$ cat src/rtl/alu_pkg.sv
// alu_pkg: shared definitions for the registered ALU.
//   Op field bit positions, logic sub-op codes and the pipeline FSM state type.
//   Multiply support in alu_pipe is enabled by defining ALU_MUL_EN.
package alu_pkg;

   localparam int unsigned OP_W      = 5;
   localparam int unsigned OP_MUL    = 4;  // multiply request (ALU_MUL_EN builds only)
   localparam int unsigned OP_LOGIC  = 3;  // 1 = logic group, 0 = arithmetic group
   localparam int unsigned OP_INV_Y  = 2;  // arith: add ~y
   localparam int unsigned OP_PASS_Y = 1;  // arith: add y
   localparam int unsigned OP_CIN    = 0;  // arith: carry in

   localparam logic [1:0] LOG_AND = 2'b00;
   localparam logic [1:0] LOG_OR  = 2'b01;
   localparam logic [1:0] LOG_XOR = 2'b10;
   localparam logic [1:0] LOG_NOT = 2'b11;

   typedef enum logic [1:0] {
      IDLE = 2'd0,
      BUSY = 2'd1,
      HOLD = 2'd2
   } state_t;

endpackage

$ cat src/rtl/alu_core.sv
// alu_core: combinational WIDTH-bit arithmetic/logic datapath.
//   x_i, y_i  : operands
//   op_i      : op[3:0] select (arith when op[3]=0, logic when op[3]=1)
//   res_o     : WIDTH-bit result (modulo 2^WIDTH)
//   c_out_o   : carry out of the MSB for arithmetic, 0 for logic
//   ovf_o     : signed overflow for arithmetic, 0 for logic
module alu_core
   import alu_pkg::*;
#(
   parameter int unsigned WIDTH = 8
) (
   input  logic [WIDTH-1:0] x_i,
   input  logic [WIDTH-1:0] y_i,
   input  logic [3:0]       op_i,
   output logic [WIDTH-1:0] res_o,
   output logic             c_out_o,
   output logic             ovf_o
);

   logic [WIDTH-1:0] b;
   logic [WIDTH:0]   sum;

   always_comb begin
      // b selects 0, y, ~y or all-ones (~y | y) from the two enable bits
      b   = (op_i[OP_INV_Y] ? ~y_i : '0) | (op_i[OP_PASS_Y] ? y_i : '0);
      sum = {1'b0, x_i} + {1'b0, b} + (WIDTH+1)'(op_i[OP_CIN]);

      res_o   = sum[WIDTH-1:0];
      c_out_o = sum[WIDTH];
      ovf_o   = (x_i[WIDTH-1] == b[WIDTH-1]) && (sum[WIDTH-1] != x_i[WIDTH-1]);

      if (op_i[OP_LOGIC]) begin
         c_out_o = 1'b0;
         ovf_o   = 1'b0;
         case (op_i[1:0])
            LOG_AND: res_o = x_i & y_i;
            LOG_OR:  res_o = x_i | y_i;
            LOG_XOR: res_o = x_i ^ y_i;
            default: res_o = ~x_i;
         endcase
      end
   end

endmodule

$ cat src/rtl/alu_pipe.sv
// alu_pipe: registered ALU with valid/ready handshake on both sides.
//   clk, reset        : single clock, synchronous active-high reset
//   in_valid/in_ready : operand handshake; x, y, op captured on transfer
//   out_valid/out_ready : result handshake; outputs held stable until accepted
//   result, result_hi : result (low half) and high half of a product (0 otherwise)
//   c_out, zero, neg, ovf : status flags registered with the result
// Optional feature: define ALU_MUL_EN to enable op[4] = iterative unsigned
//   shift-add multiply (WIDTH iterations in BUSY). Without it op[4] is ignored
//   and result_hi is tied to 0.
module alu_pipe
   import alu_pkg::*;
#(
   parameter int unsigned WIDTH = 8
) (
   input  logic             clk,
   input  logic             reset,
   input  logic             in_valid,
   output logic             in_ready,
   input  logic [WIDTH-1:0] x,
   input  logic [WIDTH-1:0] y,
   input  logic [OP_W-1:0]  op,
   output logic             out_valid,
   input  logic             out_ready,
   output logic [WIDTH-1:0] result,
   output logic [WIDTH-1:0] result_hi,
   output logic             c_out,
   output logic             zero,
   output logic             neg,
   output logic             ovf
);

   state_t           state_q;
   logic             out_valid_q;
   logic [WIDTH-1:0] result_q;
   logic             c_out_q;
   logic             zero_q;
   logic             neg_q;
   logic             ovf_q;

   logic [WIDTH-1:0] core_res;
   logic             core_c;
   logic             core_v;
   logic             accept;

   alu_core #(.WIDTH(WIDTH)) u_core (
      .x_i     (x),
      .y_i     (y),
      .op_i    (op[3:0]),
      .res_o   (core_res),
      .c_out_o (core_c),
      .ovf_o   (core_v)
   );

   // HOLD may drain and refill in the same clock when the consumer is ready
   assign in_ready = (state_q == IDLE) || ((state_q == HOLD) && out_ready);
   assign accept   = in_valid && in_ready;

`ifdef ALU_MUL_EN
   localparam int unsigned CW = (WIDTH > 1) ? $clog2(WIDTH) : 1;

   logic [WIDTH-1:0]   mcand_q;
   logic [WIDTH-1:0]   result_hi_q;
   logic [2*WIDTH-1:0] prod_q;
   logic [2*WIDTH-1:0] prod_d;
   logic [CW-1:0]      cnt_q;
   logic [WIDTH:0]     partial;

   // prod_q holds {accumulator, remaining multiplier bits}; each step adds the
   // multiplicand when the current multiplier LSB is set, then shifts right.
   always_comb begin
      partial = {1'b0, prod_q[2*WIDTH-1:WIDTH]} + {1'b0, (prod_q[0] ? mcand_q : '0)};
      prod_d  = {partial, prod_q[WIDTH-1:1]};
   end

   assign result_hi = result_hi_q;
`else
   logic unused_op_mul;
   assign unused_op_mul = op[OP_MUL];
   assign result_hi     = '0;
`endif

   // Drain is applied first so that a same-cycle accept overrides it.
   always_ff @(posedge clk) begin
      if (reset) begin
         state_q     <= IDLE;
         out_valid_q <= 1'b0;
         result_q    <= '0;
         c_out_q     <= 1'b0;
         zero_q      <= 1'b0;
         neg_q       <= 1'b0;
         ovf_q       <= 1'b0;
`ifdef ALU_MUL_EN
         result_hi_q <= '0;
         mcand_q     <= '0;
         prod_q      <= '0;
         cnt_q       <= '0;
`endif
      end else begin
         case (state_q)
            HOLD: begin
               if (out_ready) begin
                  state_q     <= IDLE;
                  out_valid_q <= 1'b0;
               end
            end
`ifdef ALU_MUL_EN
            BUSY: begin
               prod_q <= prod_d;
               cnt_q  <= cnt_q + 1'b1;
               if (cnt_q == CW'(WIDTH-1)) begin
                  state_q     <= HOLD;
                  out_valid_q <= 1'b1;
                  result_q    <= prod_d[WIDTH-1:0];
                  result_hi_q <= prod_d[2*WIDTH-1:WIDTH];
                  c_out_q     <= 1'b0;
                  ovf_q       <= 1'b0;
                  neg_q       <= prod_d[WIDTH-1];
                  zero_q      <= (prod_d == '0);
               end
            end
`endif
            IDLE: ;
            default: state_q <= IDLE;
         endcase

         if (accept) begin
`ifdef ALU_MUL_EN
            if (op[OP_MUL]) begin
               state_q     <= BUSY;
               out_valid_q <= 1'b0;
               mcand_q     <= x;
               prod_q      <= {{WIDTH{1'b0}}, y};
               cnt_q       <= '0;
            end else begin
               result_hi_q <= '0;
`else
            begin
`endif
               state_q     <= HOLD;
               out_valid_q <= 1'b1;
               result_q    <= core_res;
               c_out_q     <= core_c;
               ovf_q       <= core_v;
               neg_q       <= core_res[WIDTH-1];
               zero_q      <= (core_res == '0);
            end
         end
      end
   end

   assign out_valid = out_valid_q;
   assign result    = result_q;
   assign c_out     = c_out_q;
   assign zero      = zero_q;
   assign neg       = neg_q;
   assign ovf       = ovf_q;

endmodule

$ cat config.mk
export PLATFORM = sky130hd
export DESIGN_NAME = alu_pipe
export DESIGN_NICKNAME = d
export VERILOG_FILES = /design/src/rtl/alu_pkg.sv /design/src/rtl/alu_core.sv /design/src/rtl/alu_pipe.sv
export SDC_FILE = /design/constraint.sdc
export NUM_CORES = 1
export LEC_CHECK = 0
export ABC_AREA = 1
export CAP_MARGIN = 20
export CORE_MARGIN = 10
export CORE_UTILIZATION = 40
export CTS_CLUSTER_DIAMETER = 120
export DETAILED_ROUTE_END_ITERATION = 16
export GPL_TIMING_DRIVEN = 1
export MAX_ROUTING_LAYER = met4
export PLACE_DENSITY = 0.69
export SYNTH_ARGS = -nofsm -noshare
export SYNTH_HDL_FRONTEND = slang
export SYNTH_HIERARCHICAL = 1
export SYNTH_SLANG_ARGS = --single-unit
$ cat constraint.sdc
create_clock -name clk -period 3 [get_ports clk]
set_input_delay 0.6 -clock clk [delete_from_list [all_inputs] [get_ports clk]]
set_output_delay 0.6 -clock clk [all_outputs]
set_load 0.02 [all_outputs]
Word-level counts from Yosys, hierarchy flattened
Cells that the tools add are included.

storage, ports and cells
  logic and storage cells = 50
  input bits = 25
  flip-flop bits (word level) = 15
  output and inout bits = 22

operators by class
  bitwise gates (word level) = 7
  add/subtract/negate cells = 2
  muxes and demuxes = 12
  equal/unequal tests = 8
  reduce and logical (&&, ||, !) cells = 13

operators by type and width
  kind                                                                    number
  8-bit 2-to-1 mux                                                        3
  8-bit case mux with 3 select lines                                      1
  8-bit inverter                                                          2
  8-bit OR                                                                2
  8-bit by 8-bit adder with 9-bit output                                  1
  9-bit by 1-bit adder with 9-bit output                                  1
  8-bit bitwise AND                                                       1
  8-bit logical NOT                                                       1
  8-bit bitwise XOR                                                       1
  2-bit AND reduction                                                     3
  1-bit 2-to-1 mux                                                        5
  2-bit equality test (second input constant)                             2
  2-bit logical NOT                                                       2
  2-bit 2-to-1 mux                                                        2
  2-bit != test (second input constant)                                   2
  2-bit case mux with 2 select lines                                      1
  2-bit nonzero test                                                      2
  1-bit logical AND                                                       3
  3-bit != test (second input constant)                                   1
  2-bit by 1-bit equality test with 1-bit output (second input constant)  1
  2-bit OR reduction                                                      1
  1-bit equality test                                                     1
  1-bit logical OR                                                        1
  1-bit != test                                                           1
  1-bit inverter                                                          1

Longest topological paths before layout
  depth after elaboration = 8
  gate-level depth with buffers = 18
  gate-level depth less buffers = 17

Modules after synthesis
The synthesis kept the hierarchy.

modules (own cells, without submodules)
  module    area each (µm²)  cells each  times used
  alu_core  1,021.0          181         1
  alu_pipe  598.1            72          1

Least setup slack after synthesis
No wires, ideal clock.

  kind = in2reg
  from = in op[2]
  to = reg zero_q (netlist: zero)
  arrival time = 2.281 ns
  stages = 14
  path slack = 0.655 ns
  path buffers = 0
  cell sequence = inv_1 o21ai_0 fa_1 inv_1 fa_1 o21ai_0 a21oi_1 o21ai_0 nand2_1 nor2_1 nand2_1 nor2_1 nor2_1 nor2_1

between the ends
  cells in the longest elaborated chain, start to end = 6

RTL lines
  element                                 RTL line         text
  from (decl)                             alu_pipe.sv:21   input logic [OP_W-1:0] op,
  8-bit 2-to-1 mux                        alu_core.sv:25   b = (op_i[OP_INV_Y] ? ~y_i : '0) | (op_i[OP_PASS_Y] ? y_i : '0);
  8-bit OR                                alu_core.sv:25
  8-bit by 8-bit adder with 9-bit output  alu_core.sv:26   sum = {1'b0, x_i} + {1'b0, b} + (WIDTH+1)'(op_i[OP_CIN]);
  9-bit by 1-bit adder with 9-bit output  alu_core.sv:26
  8-bit 2-to-1 mux                        alu_core.sv:32   if (op_i[OP_LOGIC]) begin
  named net core_res[4]                   alu_pipe.sv:40   logic [WIDTH-1:0] core_res;
  8-bit logical NOT                       alu_pipe.sv:145  zero_q <= (core_res == '0);
  to (signal assigned)                    alu_pipe.sv:145
  to (decl)                               alu_pipe.sv:36   logic zero_q;

The timed path passes the listed nets, and every way through them passes these cells.
A chain may end at the register's enable or synchronous reset.

Final worst setup path
Ends and elaborated chain as after synthesis.

==> flow_metrics.env <==
export IMPL_status="finished, final reports clean"
export IMPL_p_leak_nw=1.05
export IMPL_gp_congestion=0.896
export IMPL_tns_ns=0
export IMPL_die_area_sq_um=6990
export IMPL_port_buffers=37
export IMPL_wirelength_um=3770
export IMPL_htreeDepth=1
export IMPL_cts_tree="yes"
export IMPL_drt_initial_drc_count=43
export IMPL_cp_startpoint="op[2]"
export IMPL_ff2ff_path_depth=5
export IMPL_synth_area_per_cell_sq_um=6.40
export IMPL_initial_core_util_pct=40.8
export IMPL_synthCells=253
export IMPL_period_needed_ns=2.65
export IMPL_final_common_cell="nand2_1"
export IMPL_ys_flop_type="dfxtp_1"
export IMPL_area_growth_pct=27.3
export IMPL_drive_gt1_share_pct=10.9
export IMPL_yosys_area_top_type_share_pct=17.8
export IMPL_clock_sinks=12
export IMPL_wire_per_inst_um=11.0
export IMPL_synth_top_area_cell="ha_1"
export IMPL_gr_total_overflow=0
export IMPL_synth_async_sr_flop_share_pct=0
export IMPL_fmax_mhz=377
export IMPL_grt_pass1_vias=1553
export IMPL_clkTransAtPathRegs_ns=0.05
export IMPL_mostFrequentLayoutCells="nand2_1, clkdlybuf4s50_1, inv_1"
export IMPL_cp_max_fo=2
export IMPL_r2r_end="ovf$_SDFFE_PP0P_"
export IMPL_nets=345
export IMPL_synth_edf_count=0
export IMPL_synth_area_leaders="ha_1, dfxtp_1, nand2_1"
export IMPL_cts_repair_resized=0
export IMPL_final_util_pct=51.9
export IMPL_required_ns=3.14
export IMPL_grt_first_pass_wirelength_um=6720
export IMPL_rrSetupSlack_ns=1.95
export IMPL_irDropWorstVdd_mv=0.114
export IMPL_seq_area_sq_um=240
export IMPL_grt_max_degree=15
export IMPL_ys_warn_count=6
export IMPL_synth_area_sq_um=1620
export IMPL_yosys_cell_types_count=26
export IMPL_final_antenna_net_count=0
export IMPL_setup_viol_count_final=0
export IMPL_multi_input_area_sq_um=1150
export IMPL_grt_antenna_before_repair=0
export IMPL_slew_violations=0
export IMPL_fillers=440
export IMPL_vias_per_cell=4.72
export IMPL_diodes=0
export IMPL_arrival_ns=2.79
export IMPL_hold_viol_final=0
export IMPL_fin_skew_ns=0.00149
export IMPL_cts_buffers=3
export IMPL_worstHoldStart="result[6]$_SDFFE_PP0P_"
export IMPL_vias=1624
export IMPL_worstSetupEndpointType="flop"
export IMPL_worstHoldPathType="flop to flop"
export IMPL_rr_startpoint="out_valid$_SDFFE_PP0P_"
export IMPL_drc_errors=0
export IMPL_io_pins=47
export IMPL_worst_setup_path_start_kind="primary input"
export IMPL_pre_cts_ws_ns=0.0157
export IMPL_root_buffer="clkbuf_8"
export IMPL_first_pass_iters=4
export IMPL_groute_usage_overall_pct=11.2
export IMPL_rsz0062_at_grt="no"
export IMPL_holdWs_ns=0.485
export IMPL_p_per_area_nw_per_um2=327
export IMPL_maxCapViolCount=0
export IMPL_layout_setup_ws_ns=0.350
export IMPL_ys_seq_area_share_pct=14.8
export IMPL_clock_latency_ns=0.24
export IMPL_clockBufferDepth=2
export IMPL_place_hpwl_um=3210
export IMPL_synth_seq_cells=12
export IMPL_rows=23
export IMPL_cp_endpoint="zero$_SDFFE_PP0P_"
export IMPL_worst_setup_path_type="primary input to flop"
export IMPL_min_period_over_period_pct=88.3
export IMPL_postCtsSetupBuffers=0
export IMPL_cts_hold_buffers_added=0
export IMPL_die_y_um=83.6
export IMPL_die_width_um=83.6
export IMPL_core_sq_um=3970
[metrics by stage]
stage | area, sq um | power, mW | cells
2_1_floorplan | 1650 | 0.401 | 260
3_5_place_dp | 2010 | 0.504 | 340
5_1_grt | 2060 | 0.737 | 344
6_report | 2060 | 0.674 | 344
3_3_place_gp | 2010 | 0.500 | 340
4_1_cts | 2060 | 0.683 | 344
[final cells by class]
cell class                 instances  share of cell area, %
timing repair buffer              43                   20.2
clock buffer                       4                   2.67
tap                               50                   3.04
inverter                          37                   6.74
sequential                        12                   11.7
multi-input combinational        198                   55.7
[flip-flops by register name, indices dropped and copies added (netlist names)]
| name | flops |
|---|---|
| result | 8 |
| c_out | 1 |
| out_valid | 1 |
| ovf | 1 |
| zero | 1 |
[metal layers]
metal | wire length, um | GRT usage, % | part of all wire, %
met5 | 0 | - | 0
met4 | 51 | 3.65 | 1.4
met3 | 218 | 2.44 | 5.8
met2 | 1700 | 18.5 | 45
met1 | 1800 | 13.0 | 48
[cell usage after synthesis, types with 2 or more instances]
master,n
o21ai_2,8
fa_1,2
nor2_2,10
nor2_1,30
nor3_1,2
buf_4,9
buf_6,2
inv_1,35
nand4_1,2
nand2_4,2
o211ai_1,4
o21ai_0,22
inv_2,2
ha_1,23
nand2_1,61
a21oi_1,10
nand3_1,9
dfxtp_1,12
[critical path, stage by stage]
cell and delay (ns):
clkdlybuf4s50_1 0.47, inv_1 0.05, o21ai_0 0.19, fa_1 0.23, inv_1 0.05, fa_1 0.38
buf_4 0.15, xor2_1 0.12, o21ai_0 0.24, nor2_1 0.08, nand2_1 0.07, nor2_1 0.04
nor2_1 0.08, nor2_1 0.04
[where the power goes]
group / switching (mW) / internal [mW] / total [mW]
sequential: 0.00720 / 0.174 / 0.181
clock: 0.0593 / 0.116 / 0.175
combinational: 0.181 / 0.137 / 0.318
[how the worst min path moves through the flow]
stage	endpoint	slack, ns	depth (start not counted)
after floorplan	result[4]$_SDFFE_PP0P_	0.56	2
after global placement	result[5]$_SDFFE_PP0P_	0.47	2
after detailed placement	result[6]$_SDFFE_PP0P_	0.48	2
after CTS	result[6]$_SDFFE_PP0P_	0.49	2
after global routing	ovf$_SDFFE_PP0P_	0.50	2
final	result[6]$_SDFFE_PP0P_	0.49	2
[logic make-up (layout without fill, tap and decap cells)]
logic type	count (synthesis)	count (layout)	synth area share, %
other	1	8	0.232
adder cells (fa/ha/maj)	25	25	20.2
AO/OA/AOI/OAI	47	47	17.3
AND/OR/NAND/NOR	117	117	31.0
buffers and inverters	50	84	15.8
flip-flops	12	12	14.8
XOR/XNOR	1	1	0.541
Note: power is estimated with default switching activity, not from simulation.
